`src/rtl/int_neuro_trainer_pkg.sv`:
```
// rtl/int_neuro_trainer_pkg.sv - Q3.12 constants, FSM state codes and saturating arithmetic helpers
package int_neuro_pkg;

    localparam logic [15:0] ONE     = 16'h1000;
    localparam logic [15:0] ZERO    = 16'h0000;
    localparam logic [15:0] SAT_MAX = 16'h7FFF;
    localparam logic [15:0] SAT_MIN = 16'h8000;

    typedef logic [3:0] state_t;
    localparam state_t S_IDLE = 4'd0;
    localparam state_t S_LOAD = 4'd1;
    localparam state_t S_MUL1 = 4'd2;
    localparam state_t S_MUL2 = 4'd3;
    localparam state_t S_ACT  = 4'd4;
    localparam state_t S_UPD1 = 4'd5;
    localparam state_t S_UPD2 = 4'd6;
    localparam state_t S_NEXT = 4'd7;
    localparam state_t S_DONE = 4'd8;

    // Overflow is detected by the two top bits of the 17-bit sum disagreeing.
    function automatic logic [15:0] sat_add(input logic [15:0] a, input logic [15:0] b);
        logic signed [16:0] s;
        s = $signed({a[15], a}) + $signed({b[15], b});
        if (s[16] != s[15])
            return s[16] ? SAT_MIN : SAT_MAX;
        return s[15:0];
    endfunction

    function automatic logic [15:0] q_mul(input logic [15:0] a, input logic [15:0] b, input int frac);
        logic signed [31:0] prod;
        logic signed [31:0] sh;
        prod = $signed(a) * $signed(b);
        sh   = prod >>> frac;
        if (sh > 32'sd32767)
            return SAT_MAX;
        if (sh < -32'sd32768)
            return SAT_MIN;
        return sh[15:0];
    endfunction

endpackage

```
`src/rtl/int_neuro_trainer_if.sv`:
```
// rtl/int_neuro_trainer_if.sv - training request, training set and trained-weight bundle
interface int_neuro_trainer_if #(parameter int TAM = 16);
    logic                    start;
    logic [3:0][TAM-1:0]     in1;
    logic [3:0][TAM-1:0]     in2;
    logic [3:0][TAM-1:0]     d;
    logic [TAM-1:0]          w0_init;
    logic [TAM-1:0]          w1_init;
    logic [TAM-1:0]          w2_init;
    logic                    busy;
    logic                    done;
    logic                    converged;
    logic [7:0]              epoch_cnt;
    logic [TAM-1:0]          w0;
    logic [TAM-1:0]          w1;
    logic [TAM-1:0]          w2;

    modport master (
        output start, in1, in2, d, w0_init, w1_init, w2_init,
        input  busy, done, converged, epoch_cnt, w0, w1, w2
    );

    modport slave (
        input  start, in1, in2, d, w0_init, w1_init, w2_init,
        output busy, done, converged, epoch_cnt, w0, w1, w2
    );
endinterface

```
`src/rtl/int_mul_sat.sv`:
```
// rtl/int_mul_sat.sv - combinational signed Q3.12 multiply with 16-bit saturation
module int_mul_sat
    import int_neuro_pkg::*;
#(
    parameter int FRAC = 12
) (
    input  logic [15:0] a,
    input  logic [15:0] b,
    output logic [15:0] p
);
    assign p = q_mul(a, b, FRAC);
endmodule

```
`src/rtl/int_neuro_trainer.sv`:
```
// rtl/int_neuro_trainer.sv - sequential perceptron trainer sharing one Q3.12 multiplier
module int_neuro_trainer
    import int_neuro_pkg::*;
#(
    parameter int             TAM       = 16,
    parameter int             FRAC      = 12,
    parameter int             MAX_EPOCH = 64,
    parameter logic [TAM-1:0] ETA       = 16'h0200
) (
    input  logic              clk,
    input  logic              rst_n,
    int_neuro_trainer_if.slave bus
);
    localparam logic [7:0]     MAX_E   = 8'(MAX_EPOCH);
    localparam logic [TAM-1:0] NEG_ETA = ~ETA + 1'b1;

    state_t              state;
    logic [3:0][TAM-1:0] x1_r, x2_r, d_r;
    logic [TAM-1:0]      w0_r, w1_r, w2_r;
    logic [TAM-1:0]      acc, v, delta;
    logic [1:0]          idx;
    logic                err_flag;
    logic [7:0]          epoch_r;
    logic                conv_r;

    logic [TAM-1:0]      mul_a, mul_b, prod;
    logic [TAM-1:0]      y;
    logic signed [TAM:0] err_v;
    logic                e_zero, e_neg;

    // Single shared multiplier; the FSM state selects which product it forms.
    always_comb begin
        mul_a = '0;
        mul_b = '0;
        case (state)
            S_MUL1: begin mul_a = w1_r;  mul_b = x1_r[idx]; end
            S_MUL2: begin mul_a = w2_r;  mul_b = x2_r[idx]; end
            S_UPD1: begin mul_a = delta; mul_b = x1_r[idx]; end
            S_UPD2: begin mul_a = delta; mul_b = x2_r[idx]; end
            default: ;
        endcase
    end

    int_mul_sat #(.FRAC(FRAC)) u_mul (
        .a(mul_a),
        .b(mul_b),
        .p(prod)
    );

    always_comb begin
        y      = v[TAM-1] ? ZERO : ONE;
        err_v  = $signed({d_r[idx][TAM-1], d_r[idx]}) - $signed({y[TAM-1], y});
        e_zero = (err_v == '0);
        e_neg  = err_v[TAM];
    end

    always_ff @(posedge clk or negedge rst_n) begin
        if (!rst_n) begin
            state    <= S_IDLE;
            x1_r     <= '0;
            x2_r     <= '0;
            d_r      <= '0;
            w0_r     <= '0;
            w1_r     <= '0;
            w2_r     <= '0;
            acc      <= '0;
            v        <= '0;
            delta    <= '0;
            idx      <= '0;
            err_flag <= 1'b0;
            epoch_r  <= '0;
            conv_r   <= 1'b0;
        end else begin
            case (state)
                S_IDLE: if (bus.start) state <= S_LOAD;
                S_LOAD: begin
                    x1_r     <= bus.in1;
                    x2_r     <= bus.in2;
                    d_r      <= bus.d;
                    w0_r     <= bus.w0_init;
                    w1_r     <= bus.w1_init;
                    w2_r     <= bus.w2_init;
                    idx      <= '0;
                    err_flag <= 1'b0;
                    epoch_r  <= '0;
                    conv_r   <= 1'b0;
                    state    <= S_MUL1;
                end
                S_MUL1: begin
                    acc   <= sat_add(w0_r, prod);
                    state <= S_MUL2;
                end
                S_MUL2: begin
                    v     <= sat_add(acc, prod);
                    state <= S_ACT;
                end
                S_ACT: begin
                    if (e_zero) begin
                        state <= S_NEXT;
                    end else begin
                        err_flag <= 1'b1;
                        delta    <= e_neg ? NEG_ETA : ETA;
                        w0_r     <= sat_add(w0_r, e_neg ? NEG_ETA : ETA);
                        state    <= S_UPD1;
                    end
                end
                S_UPD1: begin
                    w1_r  <= sat_add(w1_r, prod);
                    state <= S_UPD2;
                end
                S_UPD2: begin
                    w2_r  <= sat_add(w2_r, prod);
                    state <= S_NEXT;
                end
                S_NEXT: begin
                    if (idx != 2'd3) begin
                        idx   <= idx + 2'd1;
                        state <= S_MUL1;
                    end else begin
                        epoch_r <= epoch_r + 8'd1;
                        if (!err_flag) begin
                            conv_r <= 1'b1;
                            state  <= S_DONE;
                        end else if (epoch_r + 8'd1 == MAX_E) begin
                            state <= S_DONE;
                        end else begin
                            idx      <= '0;
                            err_flag <= 1'b0;
                            state    <= S_MUL1;
                        end
                    end
                end
                S_DONE:  state <= S_IDLE;
                default: state <= S_IDLE;
            endcase
        end
    end

    assign bus.busy      = (state != S_IDLE) && (state != S_DONE);
    assign bus.done      = (state == S_DONE);
    assign bus.converged = conv_r;
    assign bus.epoch_cnt = epoch_r;
    assign bus.w0        = w0_r;
    assign bus.w1        = w1_r;
    assign bus.w2        = w2_r;
endmodule
```
`src/flat_wrapper.sv`:
```
// flat-port wrapper written by rule: the top's interface ports become plain ports
module int_neuro_trainer_flat import int_neuro_pkg::*;
#(
    parameter int             TAM       = 16,
    parameter int             FRAC      = 12,
    parameter int             MAX_EPOCH = 64,
    parameter logic [TAM-1:0] ETA       = 16'h0200
)
  (clk, rst_n, bus_start, bus_in1, bus_in2, bus_d, bus_w0_init, bus_w1_init, bus_w2_init, bus_busy, bus_done, bus_converged, bus_epoch_cnt, bus_w0, bus_w1, bus_w2);
  int_neuro_trainer_if #(.TAM(TAM)) bus_i ();
  input  logic clk;
  input  logic rst_n;
  input wire logic [$bits(bus_i.start)-1:0] bus_start;
  input wire logic [$bits(bus_i.in1)-1:0] bus_in1;
  input wire logic [$bits(bus_i.in2)-1:0] bus_in2;
  input wire logic [$bits(bus_i.d)-1:0] bus_d;
  input wire logic [$bits(bus_i.w0_init)-1:0] bus_w0_init;
  input wire logic [$bits(bus_i.w1_init)-1:0] bus_w1_init;
  input wire logic [$bits(bus_i.w2_init)-1:0] bus_w2_init;
  output wire logic [$bits(bus_i.busy)-1:0] bus_busy;
  output wire logic [$bits(bus_i.done)-1:0] bus_done;
  output wire logic [$bits(bus_i.converged)-1:0] bus_converged;
  output wire logic [$bits(bus_i.epoch_cnt)-1:0] bus_epoch_cnt;
  output wire logic [$bits(bus_i.w0)-1:0] bus_w0;
  output wire logic [$bits(bus_i.w1)-1:0] bus_w1;
  output wire logic [$bits(bus_i.w2)-1:0] bus_w2;
  assign bus_i.start = bus_start;
  assign bus_i.in1 = bus_in1;
  assign bus_i.in2 = bus_in2;
  assign bus_i.d = bus_d;
  assign bus_i.w0_init = bus_w0_init;
  assign bus_i.w1_init = bus_w1_init;
  assign bus_i.w2_init = bus_w2_init;
  assign bus_busy = bus_i.busy;
  assign bus_done = bus_i.done;
  assign bus_converged = bus_i.converged;
  assign bus_epoch_cnt = bus_i.epoch_cnt;
  assign bus_w0 = bus_i.w0;
  assign bus_w1 = bus_i.w1;
  assign bus_w2 = bus_i.w2;
  int_neuro_trainer #(.TAM(TAM), .FRAC(FRAC), .MAX_EPOCH(MAX_EPOCH), .ETA(ETA)) u_core (.clk(clk), .rst_n(rst_n), .bus(bus_i));
endmodule
```
`config.mk`:
```
export PLATFORM = sky130hd
export DESIGN_NAME = int_neuro_trainer_flat
export DESIGN_NICKNAME = d
export VERILOG_FILES = /design/src/rtl/int_neuro_trainer_pkg.sv /design/src/rtl/int_neuro_trainer_if.sv /design/src/rtl/int_mul_sat.sv /design/src/rtl/int_neuro_trainer.sv /design/src/flat_wrapper.sv
export SDC_FILE = /design/constraint.sdc
export NUM_CORES = 1
export LEC_CHECK = 0
export ABC_AREA = 1
export CAP_MARGIN = 20
export CORE_MARGIN = 3
export CORE_UTILIZATION = 40
export CTS_BUF_LIST = sky130_fd_sc_hd__clkbuf_16
export DETAILED_ROUTE_END_ITERATION = 7
export GPL_ROUTABILITY_DRIVEN = 0
export GPL_TIMING_DRIVEN = 1
export PLACE_DENSITY_LB_ADDON = 0.25
export SLEW_MARGIN = 0
export SYNTH_ARGS = -nofsm -noshare
export SYNTH_HDL_FRONTEND = slang
export SYNTH_SLANG_ARGS = --single-unit
```
`constraint.sdc`:
```
create_clock -name clk -period 29.5 [get_ports clk]
set_input_delay 4.425 -clock clk [delete_from_list [all_inputs] [get_ports clk]]
set_output_delay 4.425 -clock clk [all_outputs]
set_load 0.005 [all_outputs]
```
==> results <==
- For this run, design rule violations remaining after detail routing come to 0.
- The number of placement rows is 90.
- Before antenna repair, the detailed router went through 8 iterations.
- The top-area cell type share of the netlist area is 27.6%.
- The flow ran to the end, and the final reports show no timing, DRC or antenna violations.
- The maximum clock skew at final layout is 0.0418 ns.
- In this run the cell area of the synthesized design comes to 24,900 µm².
- The worst setup path is of the reg -> reg kind.
- The first global-routing pass estimated 126,000 µm of wire.
- 302 I/O pins were placed.
- The detailed router finished its first iteration with 1,903 violations.
- The most used flip-flop cell after synthesis is dfrtp_1.
- Counting the buffers created by CTS gives 30.
- Input and output buffers added on the ports amount to 301.
- The overall global routing resource usage is 24.4%.
- Buffers added to address setup during post-CTS repair amount to 0.
- The post-synthesis sequential area ratio is 27.6%.
- The count of hold-fix buffers inserted at cts is 0.
- The slowest stage of the critical path belongs to the cell fa_1.
- Synthesis inferred 275 register bits.
- The final global-route overflow total is 0.
- No sink is reached through more buffers than the 3 on the longest clock path.
- The number of pins with negative max-slew slack in the final report is 0.
- In the final routed layout, each cell accounts on average for 18.5 µm.
- The post-route netlist has 3.12% of its cells at a drive strength greater than 1.
- The share of synthesized flip-flops with an asynchronous set or reset is 100%.
- The clock reaches the later pin of the worst-skew pair after 0.61 ns.
- After layout, the worst path uses 42.2% of the clock period.
- The final net count is 4,099.
- The net count after synthesis is 3,843.
- The layout filler cell count is 6,111.
- The root buffer cell chosen for the clock tree is clkbuf_16.
- The delay of the slowest cell on the worst path is 0.74 ns.
- The library cell used most frequently in the layout, excluding fill and tap cells, is nand2_1.
- Yosys mapped the design onto 56 distinct sky130hd cell types.
- Once detail routing completed, the nets flagged for antenna violations numbered 0.
- Derived from the worst setup path, the maximum achievable clock frequency is 80.4 MHz.
- The top fanout value on the critical path is 22.
- Post-CTS repair changed the size of 0 cells.
- Summed over all layers, the routed wires come to 79,400 µm.
- After layout, the minimum clock period comes to 12.44 ns.
- The final-layout setup total negative slack is 0 ns.
- The dominant cell type by area after synthesis is dfrtp_1.
- The number of antenna violations at the first check in global routing is 3.
- The clock net in this run drives a total of 275 sinks.
- The chip height is 256 µm.
- Across the run, the number of max-cap violations was 0.
- The required time at the endpoint of the critical path is 29.92 ns.
- STA classifies the critical path endpoint as a flip-flop.
- The tightest min-delay check is of the reg -> reg type.
- A synthesized cell averages 7.84 µm².
- The post-synthesis cell count is 3,182.
- The via count of the first global-routing pass is 22,349.
- The overall die area is 65,400 µm².
- The worst setup path is launched from a flip-flop.
- The routed via count divided by cell count is 5.09.
- After synthesis, the cell types taking the most area are dfrtp_1 (28%), fa_1 (21%), nand2_1 (14%).
- The TritonCTS clock tree is yes.
- The detailed router placed 21,857 vias in this run.
- The number of warnings reported in the yosys synthesis log is 0.
- Setup repair after global routing left no endpoint under its margin.
- The initial utilization of the core area, before any placement, comes to 40.9%.
- The area of the core is 61,000 µm².
- The final-report hold violation count is 0.
- Counting flops with a built-in enable in the synthesized netlist gives 0.
- For the pin with the worst max-slew slack, the measured transition is 1.07 ns.
- The register clock-pin slew on the reported worst setup and hold paths is 0.06 ns.
- The x dimension of the die is 256 µm.
- Setup violations remaining at the end of the flow were counted as 0.
- Once detailed placement completed, the half-perimeter wirelength came to 62,100 µm.
- CTS built an H-tree with a depth of 1.
- The worst pin sits at a relative slew slack of 28.8%.
- Leaving out fill and tap cells, the most frequent cells in the layout are nand2_1 (947), inv_1 (477), nor2_1 (315), clkdlybuf4s50_1 (300), dfrtp_1 (274).
- Entering global routing, the biggest net connects 170 pins.
- Relative to the synthesized area, the layout overhead comes to 19.7%.
- The data arrival at the endpoint of the critical path is 12.86 ns.
==> sequential cells by signal (all words and copies together) (netlist names) <==
signal                cells
u_core.bus.w0            16
u_core.idx                2
u_core.bus.w2            16
u_core.bus.w1            16
u_core.acc               16
u_core.x2_r              64
u_core.d_r               64
u_core.v                  1
u_core.delta              2
u_core.bus.epoch_cnt      8
u_core.err_flag           1
u_core.x1_r              64
u_core.state              4
u_core.bus.converged      1
==> cell type report <==
type | instances | area, µm² | share of cell area, %
Multi-Input combinational cell | 2312 | 15800 | 53.0
Timing Repair Buffer | 334 | 3300 | 11.0
Clock inverter | 25 | 239 | 0.800
Sequential cell | 275 | 6880 | 23.1
Inverter | 485 | 1830 | 6.11
Tap cell | 828 | 1040 | 3.47
Clock buffer | 30 | 751 | 2.51
Antenna cell | 3 | 7.51 | 0.0251
==> Yosys cell counts, types with 3 or more instances <==
cell type,instances
nand2_1,948
inv_1,469
nor2_1,315
dfrtp_1,275
fa_1,265
o21ai_0,162
ha_1,153
a21oi_1,143
clkbuf_1,95
nand3_1,54
xor2_1,49
o22ai_1,42
xnor2_1,25
nor3_1,20
o211ai_1,16
clkinv_1,13
a41oi_1,12
nand2_2,12
nor4_1,11
a31oi_1,9
buf_2,9
o21bai_1,9
o21ai_1,7
a21o_1,6
buf_1,5
nand2_4,5
a211oi_1,4
a22oi_1,4
a32o_1,3
inv_2,3
nor2_2,3
o21a_1,3
or2_2,3
==> kinds of logic after synthesis <==
| logic type | share of synthesized area [%] |
|---|---|
| simple gates | 21.7 |
| fa+ha+maj | 28.9 |
| buf+inv | 9.03 |
| xor+xnor | 2.60 |
| flops | 27.6 |
| compound gates | 10.2 |
==> critical path: cells and delay by family (launching register included) <==
family / cells / cell delay, ns
adder cells (fa/ha/maj): 8 / 3.99
buffers and inverters: 8 / 1.56
AO/OA/AOI/OAI: 11 / 2.72
XOR/XNOR: 1 / 0.20
AND/OR/NAND/NOR: 19 / 3.12
flip-flops: 1 / 0.65
==> final timing paths <==
| kind | from | to | slack [ns] | depth (start not counted) |
|---|---|---|---|---|
| worst max-delay path | u_core.state[2] | u_core.acc[0] | 17.06 | 47 |
| worst min-delay path | u_core.delta[9] | u_core.delta[9] | 0.47 | 2 |
| worst max register to register | u_core.state[2] | u_core.acc[0] | 17.06 | 47 |
| worst min register to register | u_core.delta[9] | u_core.delta[9] | 0.47 | 2 |
| max in group asynchronous | rst_n | u_core.idx[0] | 24.12 | 2 |
| min in group asynchronous | rst_n | u_core.x1_r[22] | 3.84 | 1 |
==> stage by stage <==
step | instances | hold WS [ns] | util [%] | area, µm² | setup slack (ns)
floorplan | 3182 | 0.422 | - | 24900 | 19.03
global placement | 4231 | 0.445 | 47.2 | 28800 | 17.51
detailed placement | 4231 | 0.448 | 47.2 | 28800 | 17.17
CTS | 4286 | 0.467 | 48.8 | 29800 | 17.18
global route | 4292 | 0.491 | 48.9 | 29900 | 15.92
finish | 4292 | 0.471 | 48.9 | 29900 | 17.06
==> routing by layer <==
layer | up-vias | global-route usage (%) | part of all wire (%)
li1 | 10390 | - | -
met1 | 10550 | 33.1 | 43
met2 | 769 | 39.0 | 45
met3 | 148 | 4.87 | 8.2
met4 | 0 | 8.36 | 3.8
met5 | - | 0 | 0
Power is not shown: default switching activity piles up to over one toggle a cycle in this logic, so the estimate is an artifact.
